==> src/rtl/pipe_pkg.sv <==
// Shared constants for the elastic pipeline register chain.
package pipe_pkg;

    localparam int PIPE_MAX_DEPTH = 8;

    // A chain of depth slices holds up to 2*depth beats; counter must reach that value.
    function automatic int occ_width(input int depth);
        return $clog2(2 * depth + 1);
    endfunction

endpackage

==> src/rtl/pipe_skid_slice.sv <==
// One two-entry valid/ready slice (main + skid) with fully registered forward and backward paths.
module pipe_skid_slice
    import pipe_pkg::*;
#(
    parameter int               WIDTH     = 32,
    parameter logic [WIDTH-1:0] RESET_VAL = '0
) (
    input  logic             clk,
    input  logic             rst,
    input  logic             flush,
    input  logic [WIDTH-1:0] in_data,
    input  logic             in_valid,
    output logic             in_ready,
    output logic [WIDTH-1:0] out_data,
    output logic             out_valid,
    input  logic             out_ready
);

    logic [WIDTH-1:0] main_q, main_d;
    logic [WIDTH-1:0] skid_q, skid_d;
    logic             main_vld_q, main_vld_d;
    logic             skid_vld_q, skid_vld_d;
    logic             rdy_q;
    logic             accept, drain;

    assign accept = in_valid && rdy_q;
    assign drain  = main_vld_q && out_ready;

    always_comb begin
        main_d     = main_q;
        skid_d     = skid_q;
        main_vld_d = main_vld_q;
        skid_vld_d = skid_vld_q;
        if (flush) begin
            main_vld_d = 1'b0;
            skid_vld_d = 1'b0;
        end else if (drain) begin
            // A full skid means upstream saw ready low, so no accept can coincide here.
            if (skid_vld_q) begin
                main_d     = skid_q;
                skid_vld_d = 1'b0;
            end else if (accept) begin
                main_d = in_data;
            end else begin
                main_vld_d = 1'b0;
            end
        end else if (accept) begin
            if (!main_vld_q) begin
                main_d     = in_data;
                main_vld_d = 1'b1;
            end else begin
                skid_d     = in_data;
                skid_vld_d = 1'b1;
            end
        end
    end

    always_ff @(posedge clk or negedge rst) begin
        if (!rst) begin
            main_q     <= RESET_VAL;
            skid_q     <= RESET_VAL;
            main_vld_q <= 1'b0;
            skid_vld_q <= 1'b0;
            rdy_q      <= 1'b1;
        end else begin
            main_q     <= main_d;
            skid_q     <= skid_d;
            main_vld_q <= main_vld_d;
            skid_vld_q <= skid_vld_d;
            rdy_q      <= ~skid_vld_d;
        end
    end

    assign in_ready  = rdy_q;
    assign out_data  = main_q;
    assign out_valid = main_vld_q;

endmodule

==> src/rtl/pipe_reg_chain.sv <==
// Elastic pipeline register: DEPTH skid slices in series, each breaking data, valid and ready paths.
// Optional beat counter on the occupancy port when PIPE_REG_CHAIN_OCCUPANCY_EN is defined.
module pipe_reg_chain
    import pipe_pkg::*;
#(
    parameter int               WIDTH     = 32,
    parameter int               DEPTH     = 2,
    parameter logic [WIDTH-1:0] RESET_VAL = '0
) (
    input  logic             clk,
    input  logic             rst,
    input  logic             flush,
    input  logic [WIDTH-1:0] in_data,
    input  logic             in_valid,
    output logic             in_ready,
    output logic [WIDTH-1:0] out_data,
    output logic             out_valid,
    input  logic             out_ready
`ifdef PIPE_REG_CHAIN_OCCUPANCY_EN
   ,output logic [occ_width(DEPTH)-1:0] occupancy
`endif
);

    if (DEPTH < 1 || DEPTH > PIPE_MAX_DEPTH) begin : g_bad_depth
        $error("pipe_reg_chain: DEPTH out of range");
    end

    // Index g is the boundary feeding slice g; index DEPTH is the chain output.
    logic [DEPTH:0][WIDTH-1:0] dat;
    logic [DEPTH:0]            vld;
    logic [DEPTH:0]            rdy;

    assign dat[0]     = in_data;
    assign vld[0]     = in_valid;
    assign in_ready   = rdy[0];
    assign out_data   = dat[DEPTH];
    assign out_valid  = vld[DEPTH];
    assign rdy[DEPTH] = out_ready;

    for (genvar g = 0; g < DEPTH; g++) begin : g_slice
        pipe_skid_slice #(
            .WIDTH     (WIDTH),
            .RESET_VAL (RESET_VAL)
        ) u_slice (
            .clk       (clk),
            .rst       (rst),
            .flush     (flush),
            .in_data   (dat[g]),
            .in_valid  (vld[g]),
            .in_ready  (rdy[g]),
            .out_data  (dat[g+1]),
            .out_valid (vld[g+1]),
            .out_ready (rdy[g+1])
        );
    end

`ifdef PIPE_REG_CHAIN_OCCUPANCY_EN
    localparam int OW = occ_width(DEPTH);

    logic [OW-1:0] occ_q, occ_d;
    logic          in_xfer, out_xfer;

    assign in_xfer  = in_valid && rdy[0];
    assign out_xfer = vld[DEPTH] && out_ready;

    always_comb begin
        occ_d = occ_q;
        if (flush)
            occ_d = '0;
        else if (in_xfer && !out_xfer)
            occ_d = occ_q + OW'(1);
        else if (!in_xfer && out_xfer)
            occ_d = occ_q - OW'(1);
    end

    always_ff @(posedge clk or negedge rst) begin
        if (!rst) occ_q <= '0;
        else      occ_q <= occ_d;
    end

    assign occupancy = occ_q;
`endif

endmodule
==> config.mk <==
export PLATFORM = sky130hd
export DESIGN_NAME = pipe_reg_chain
export DESIGN_NICKNAME = d
export VERILOG_FILES = /design/src/rtl/pipe_pkg.sv /design/src/rtl/pipe_skid_slice.sv /design/src/rtl/pipe_reg_chain.sv
export SDC_FILE = /design/constraint.sdc
export NUM_CORES = 1
export LEC_CHECK = 0
export CORE_AREA = 2 2 117 119
export CTS_BUF_LIST = sky130_fd_sc_hd__clkbuf_2 sky130_fd_sc_hd__clkbuf_4 sky130_fd_sc_hd__clkbuf_8
export CTS_CLUSTER_DIAMETER = 120
export DETAILED_ROUTE_END_ITERATION = 10
export DIE_AREA = 0 0 119 121
export PLACE_DENSITY = 0.79
export SYNTH_ARGS = -nofsm -noshare
export SYNTH_HDL_FRONTEND = slang
export SYNTH_SLANG_ARGS = --single-unit
==> constraint.sdc <==
create_clock -name clk -period 2.45 [get_ports clk]
set_input_delay 0.3675 -clock clk [delete_from_list [all_inputs] [get_ports clk]]
set_output_delay 0.3675 -clock clk [all_outputs]
set_load 0.01 [all_outputs]
==> results_dict.tcl, run 1 <==
set metrics [dict create \
    outcome "finished, final reports clean" \
    synth_fp_nets 436 \
    grt_pass1_vias 3467 \
    die_y_um 121 \
    antenna_found_initial 0 \
    crit_path_start_kind "register" \
    avgSynthCellArea_um2 15.1 \
    gp_congestion 0.736 \
    numPortBuffers 70 \
    final_cell_area_um2 7190 \
    clk_latency_ns 0.43 \
    synth_seq_cells 134 \
    dieArea_um2 14400 \
    synth_warnings 0 \
    drt_pre_antenna_iters 4 \
    wl_per_cell_um 16.7 \
    ios 71 \
    start_util 0.461 \
    nFillCells 1050 \
    grt_max_degree 46 \
    worstMarginPinSlew_ns 0.505 \
    fin_crit_ns 1.92 \
    seq_area_frac_synth 0.556 \
    vias 3237 \
    avgViaCountPerCell 5.05 \
    yosysUniqueCellTypes 18 \
    nNetsFinal 489 \
    cts_tree "built" \
    finish.utilization 0.550 \
    cap_violations 0 \
    cts.clk_slew.worst_paths_ns 0.08 \
    finClkSkew_ns 0.0122 \
    cp_slowest_cell "clkdlybuf4s50_1" \
    wl_um 10700 \
    required_ns 2.08 \
    cts_root_buf "clkbuf_8" \
    critPathBufInv 1 \
    slew_headroom 0.662 \
    fin_crit_sh 0.782 \
    report.final.hold_viol_count 0 \
    cts.path.max_buffers 2 \
    worstPathCellList "clkdlybuf4s50_1" \
    cts_setup_buffers 0 \
    synthCells 399 \
    worst_hold_slack_ns 0.423 \
    ant_nets 0 \
    setup_violations 0 \
    worstPathArrival_ns 1.55 \
    worstReg2RegStart "g_slice[1].u_slice.in_ready" \
    htree_levels 4 \
    drive_gt1_frac 0.525 \
    p_leak_nw 3.17 \
    syn_area_um2 6030 \
    cts_made_buffers 17 \
    area_delta_synth_final_pct 19.2 \
    rsz0062_at_grt "false" \
    gr-total-overflow 0 \
    cts-hold-fix-buffers 1 \
    drv_slew 0 \
    drcViolationCount 0 \
    hp-class "input pin to async pin" \
    crit_path_end_kind "output pin" \
    dp_hpwl_um 7440 \
    design_power_total_mw 5.69 \
    power_density_nw_per_um2 791 \
    grt_pass1_wl_um 17700 \
    num_rows 42 \
    fp.coreArea_um2 13100 \
    post_cts_resized 0 \
    critPathMaxFanout 7 \
    grt_usage 0.161 \
    crit_path_start "g_slice[1].u_slice.out_valid" \
    ir_drop_mv 0.454 \
    diodes 0 \
    fmax_mhz 522 \
    path_delay_family "buffers and inverters" \
    place_area_um2 6790 \
    die_w_um 119 \
    drt-initial-drc-count 166 \
    fin_tns_setup_ns 0 \
    cp_slowest_stage_delay_ns 0.61 \
    cts.sinks 134 \
    crit_type "register to output pin" \
]
report_power, final:
part / switching (mW) / internal (mW) / leakage, nW / total (mW)
Sequential: 0.218 / 2.59 / 1.70 / 2.81
Clock: 0.788 / 1.01 / 0.204 / 1.80
Combinational: 0.371 / 0.714 / 1.26 / 1.08
state kept, by name (all words and copies together), names as in the netlist:
name,cells
g_slice.u_slice.out_data,64
g_slice.u_slice.out_valid,2
g_slice.u_slice.in_ready,2
g_slice.u_slice.skid_q,64
g_slice.u_slice.skid_vld_q,2
final cells by class:
cell class,instances,area [µm²],area share
Multi-Input combinational cell,211,2350,0.327
Tap cell,176,220,0.0306
Timing Repair Buffer,85,855,0.119
Clock buffer,24,299,0.0416
Inverter,3,11.3,0.00157
Sequential cell,134,3360,0.467
Clock inverter,8,98.8,0.0137
cell usage in the layout, fill, tap and decap left out, types with 2 or more instances in the layout:
| cell | instances |
|---|---|
| mux2_2 | 186 |
| a221oi_4 | 2 |
| nor4b_4 | 2 |
| clkbuf_8 | 19 |
| buf_4 | 11 |
| nand2_1 | 4 |
| dfrtp_1 | 132 |
| dfstp_2 | 2 |
| clkinvlp_4 | 2 |
| buf_12 | 3 |
| clkbuf_4 | 5 |
| bufinv_16 | 2 |
| clkinv_2 | 3 |
| mux2_1 | 6 |
| inv_1 | 3 |
| clkdlybuf4s50_1 | 69 |
| nand3_2 | 2 |
| a31o_2 | 2 |
| a31oi_1 | 2 |
| o21ai_0 | 2 |
| a21oi_1 | 2 |
cells in the mapped netlist (all sizes together):
library cell,n,area (µm²)
nand3,2,10.0
clkbuf,7,26.3
a221oi,2,30.0
a31o,2,17.5
inv,3,11.3
dfstp,2,52.6
dfrtp,132,3300
a21oi,2,10.0
mux2,192,2160
o21ai,2,10.0
nand2,5,21.3
a31oi,2,12.5
buf,44,319
nor4b,2,47.6
stage by stage:
stage	instances	setup WS (ns)
2_1_floorplan	399	0.671
3_3_place_gp	608	0.253
3_5_place_dp	608	0.207
4_1_cts	641	0.497
5_1_grt	641	0.450
6_report	641	0.534
logic make-up after synthesis:
family | after synthesis | synth area share
multiplexers | 192 | 0.358
flip-flops | 134 | 0.556
buffers and inverters | 54 | 0.0591
AO/OA/AOI/OAI | 10 | 0.0133
AND/OR/NAND/NOR | 9 | 0.0131
worst paths after layout:
kind                                                  to  slack (ns)  cells past startpoint
setup / recovery                               out_valid        0.53                      1
hold / removal             g_slice[1].u_slice.skid_q[26]        0.42                      2
setup reg to reg           g_slice[1].u_slice.skid_q[10]        0.59                      4
hold reg to reg            g_slice[0].u_slice.skid_q[23]        0.48                      1
max in group asynchronous    g_slice[1].u_slice.in_ready        1.31                      3
min in group clk           g_slice[0].u_slice.skid_q[23]        0.48                      1
layer usage:
metal / wire length [µm] / track usage / up-vias
met2: 5360 / 0.262 / 63
met1: 4830 / 0.203 / 1665
met3: 433 / 0.0526 / 9
li1: - / - / 1500
met4: 112 / 0.0543 / 0
met5: 0 / 0 / -
Note: power is estimated with default switching activity, not from simulation.
==> run 2: changes to the inputs <==
PLACE_DENSITY = 0.81   (was 0.79)
clock period = 1.6 ns   (was 2.45 ns; I/O delays follow)
==> results_dict.tcl, run 2 (synthesis gave the netlist of run 1 again) <==
set metrics [dict create \
    outcome "finished with violations" \
    violations "negative setup slack" \
    cts_made_buffers 17 \
    cts_tree "built" \
    dp_hpwl_um 7640 \
    drive_gt1_frac 0.558 \
    crit_path_start_kind "register" \
    worstPathCellList "nand2_4, nor4b_4, buf_6, buf_12, mux2_4" \
    dpl.cell_count 617 \
    crit_path_end_kind "register" \
    grt_max_degree 54 \
    worstRegToRegCells 5 \
    r2r_slack_ns -0.16 \
    drt-initial-drc-count 114 \
    ir_drop_mv 0.782 \
    dieArea_um2 14400 \
    antenna_found_initial 0 \
    vias 3435 \
    cts.path.max_buffers 2 \
    nFillCells 996 \
    avgViaCountPerCell 5.19 \
    die_w_um 119 \
    cp_slowest_cell "dfstp_2" \
    rr_endpoint "g_slice[0].u_slice.skid_q[30]" \
    cp_slowest_stage_delay_ns 0.56 \
    mostFrequentLayoutCell "dfrtp_1" \
    cap_violations 0 \
    final_cell_mix "130 x dfrtp_1, 124 x mux2_2, 64 x mux2_4" \
    worstPathArrival_ns 2.08 \
    fin_tns_setup_ns -15.09 \
    crit_type "register to register" \
    numPortBuffers 70 \
    clk_latency_ns 0.44 \
    power_density_nw_per_um2 1160 \
    place_area_um2 7010 \
    final_cells 662 \
    htree_levels 4 \
    cts.clk_slew.worst_paths_ns 0.07 \
    worstMarginPinSlew_ns 0.355 \
    num_rows 42 \
    fin_crit_ns 1.76 \
    ios 71 \
    wl_um 12500 \
    grt_pass1_wl_um 19900 \
    wl_per_cell_um 18.9 \
    ant_nets 0 \
    fp.coreArea_um2 13100 \
    diodes 0 \
    path_delay_family "flip-flops" \
    area_delta_synth_final_pct 30.5 \
    worstReg2RegStart "g_slice[0].u_slice.in_ready" \
    die_y_um 121 \
    finish.utilization 0.602 \
    setup_violations 122 \
    fin_ws_ns -0.162 \
    required_ns 1.92 \
    report.final.hold_viol_count 0 \
    nNetsFinal 510 \
    p_leak_nw 3.71 \
    finClkSkew_ns 0.00943 \
    grt_pass1_vias 3765 \
    critPathMaxFanout 9 \
    rsz0062_at_grt "true" \
    drv_slew 0 \
    grt_usage 0.183 \
    fin_crit_sh 1.10 \
    critPathBufInv 2 \
    drcViolationCount 0 \
    pre_cts_ws_ns -0.373 \
    drt_pre_antenna_iters 4 \
    hp-class "input pin to async pin" \
    cts.sinks 134 \
    gp_congestion 0.758 \
    slew_headroom 0.763 \
    cts_root_buf "clkbuf_8" \
    final_cell_area_um2 7870 \
    start_util 0.461 \
    fmax_mhz 568 \
    gr-total-overflow 0 \
]
## run 2: changes by cell type in the layout (fill, tap and decap cells not counted), moves of 3 or more
cell and change:
clkdlybuf4s50_1 -34, buf_6 +5, mux2_4 +64, dlygate4sd2_1 +17, buf_16 +3, clkbuf_4 -3, mux2_2 -62, clkbuf_8 +4
buf_12 +6, dlymetal6s2s_1 +17, buf_4 +4
## run 2: final cells by class
type / instances / area (µm²) / share of cell area
Clock buffer: 25 / 332 / 0.0421
Clock inverter: 7 / 115 / 0.0146
Inverter: 3 / 11.3 / 0.00143
Multi-Input combinational cell: 211 / 2610 / 0.331
Sequential cell: 134 / 3360 / 0.427
Tap cell: 176 / 220 / 0.0280
Timing Repair Buffer: 106 / 1230 / 0.156
## run 2: power by group
group | internal [mW] | switching [mW] | leakage (nW)
combinational | 1.14 | 0.625 | 1.79
clock | 1.82 | 1.25 | 0.225
sequential | 3.97 | 0.326 | 1.70
## run 2: worst register-to-register path: stages (launching register included)
cell     delay, ns
dfstp_2       0.56
nand2_4       0.08
nor4b_4       0.27
buf_6         0.23
buf_12        0.18
mux2_4        0.33
## run 2: timing repair
action                                  in CTS  in global routing
buffers inserted                             7                  1
cloned                                       3                  2
gates resized for setup                     51                 42
pin swaps                                    1                  1
hold endpoints to repair                    34                  0
endpoints found under the setup margin     145                147
hold buffers                                 1                  0
## run 2: worst max-delay path by stage
| stage | start | to | slack (ns) | cells after the start |
|---|---|---|---|---|
| after floorplan | g_slice[1].u_slice.in_ready | g_slice[1].u_slice.skid_q[10] | -0.13 | 4 |
| after global placement | out_ready | g_slice[1].u_slice.out_data[12] | -0.36 | 6 |
| after detailed placement | flush | g_slice[0].u_slice.skid_q[19] | -0.37 | 5 |
| after CTS | g_slice[1].u_slice.in_ready | g_slice[0].u_slice.out_data[23] | -0.17 | 5 |
| after global routing | g_slice[1].u_slice.in_ready | g_slice[0].u_slice.out_data[2] | -0.21 | 5 |
| final | g_slice[0].u_slice.in_ready | g_slice[0].u_slice.skid_q[30] | -0.16 | 5 |
## run 2: through the flow
step                power (mW)  hold WS (ns)
floorplan                 5.48       -0.0556
global placement          6.01         0.157
detailed placement        6.09         0.163
CTS                       9.18         0.243
global route              9.59         0.272
finish                    9.13         0.255
## run 2: routing by layer
layer  routed length [µm]  vias to the layer above  global-route usage
met3                  480                       14              0.0536
li1                     -                     1540                   -
met4                  152                        0              0.0580
met5                    0                        -                   0
met2                 6140                       71               0.295
met1                 5750                     1810               0.238
==> run 3: changes to the inputs <==
CTS_CLUSTER_SIZE = 30   (was unset)
HOLD_SLACK_MARGIN = 0.06   (was unset)
==> results of run 3 <==
The final DEF is identical to that of run 2; final timing and power are the same.
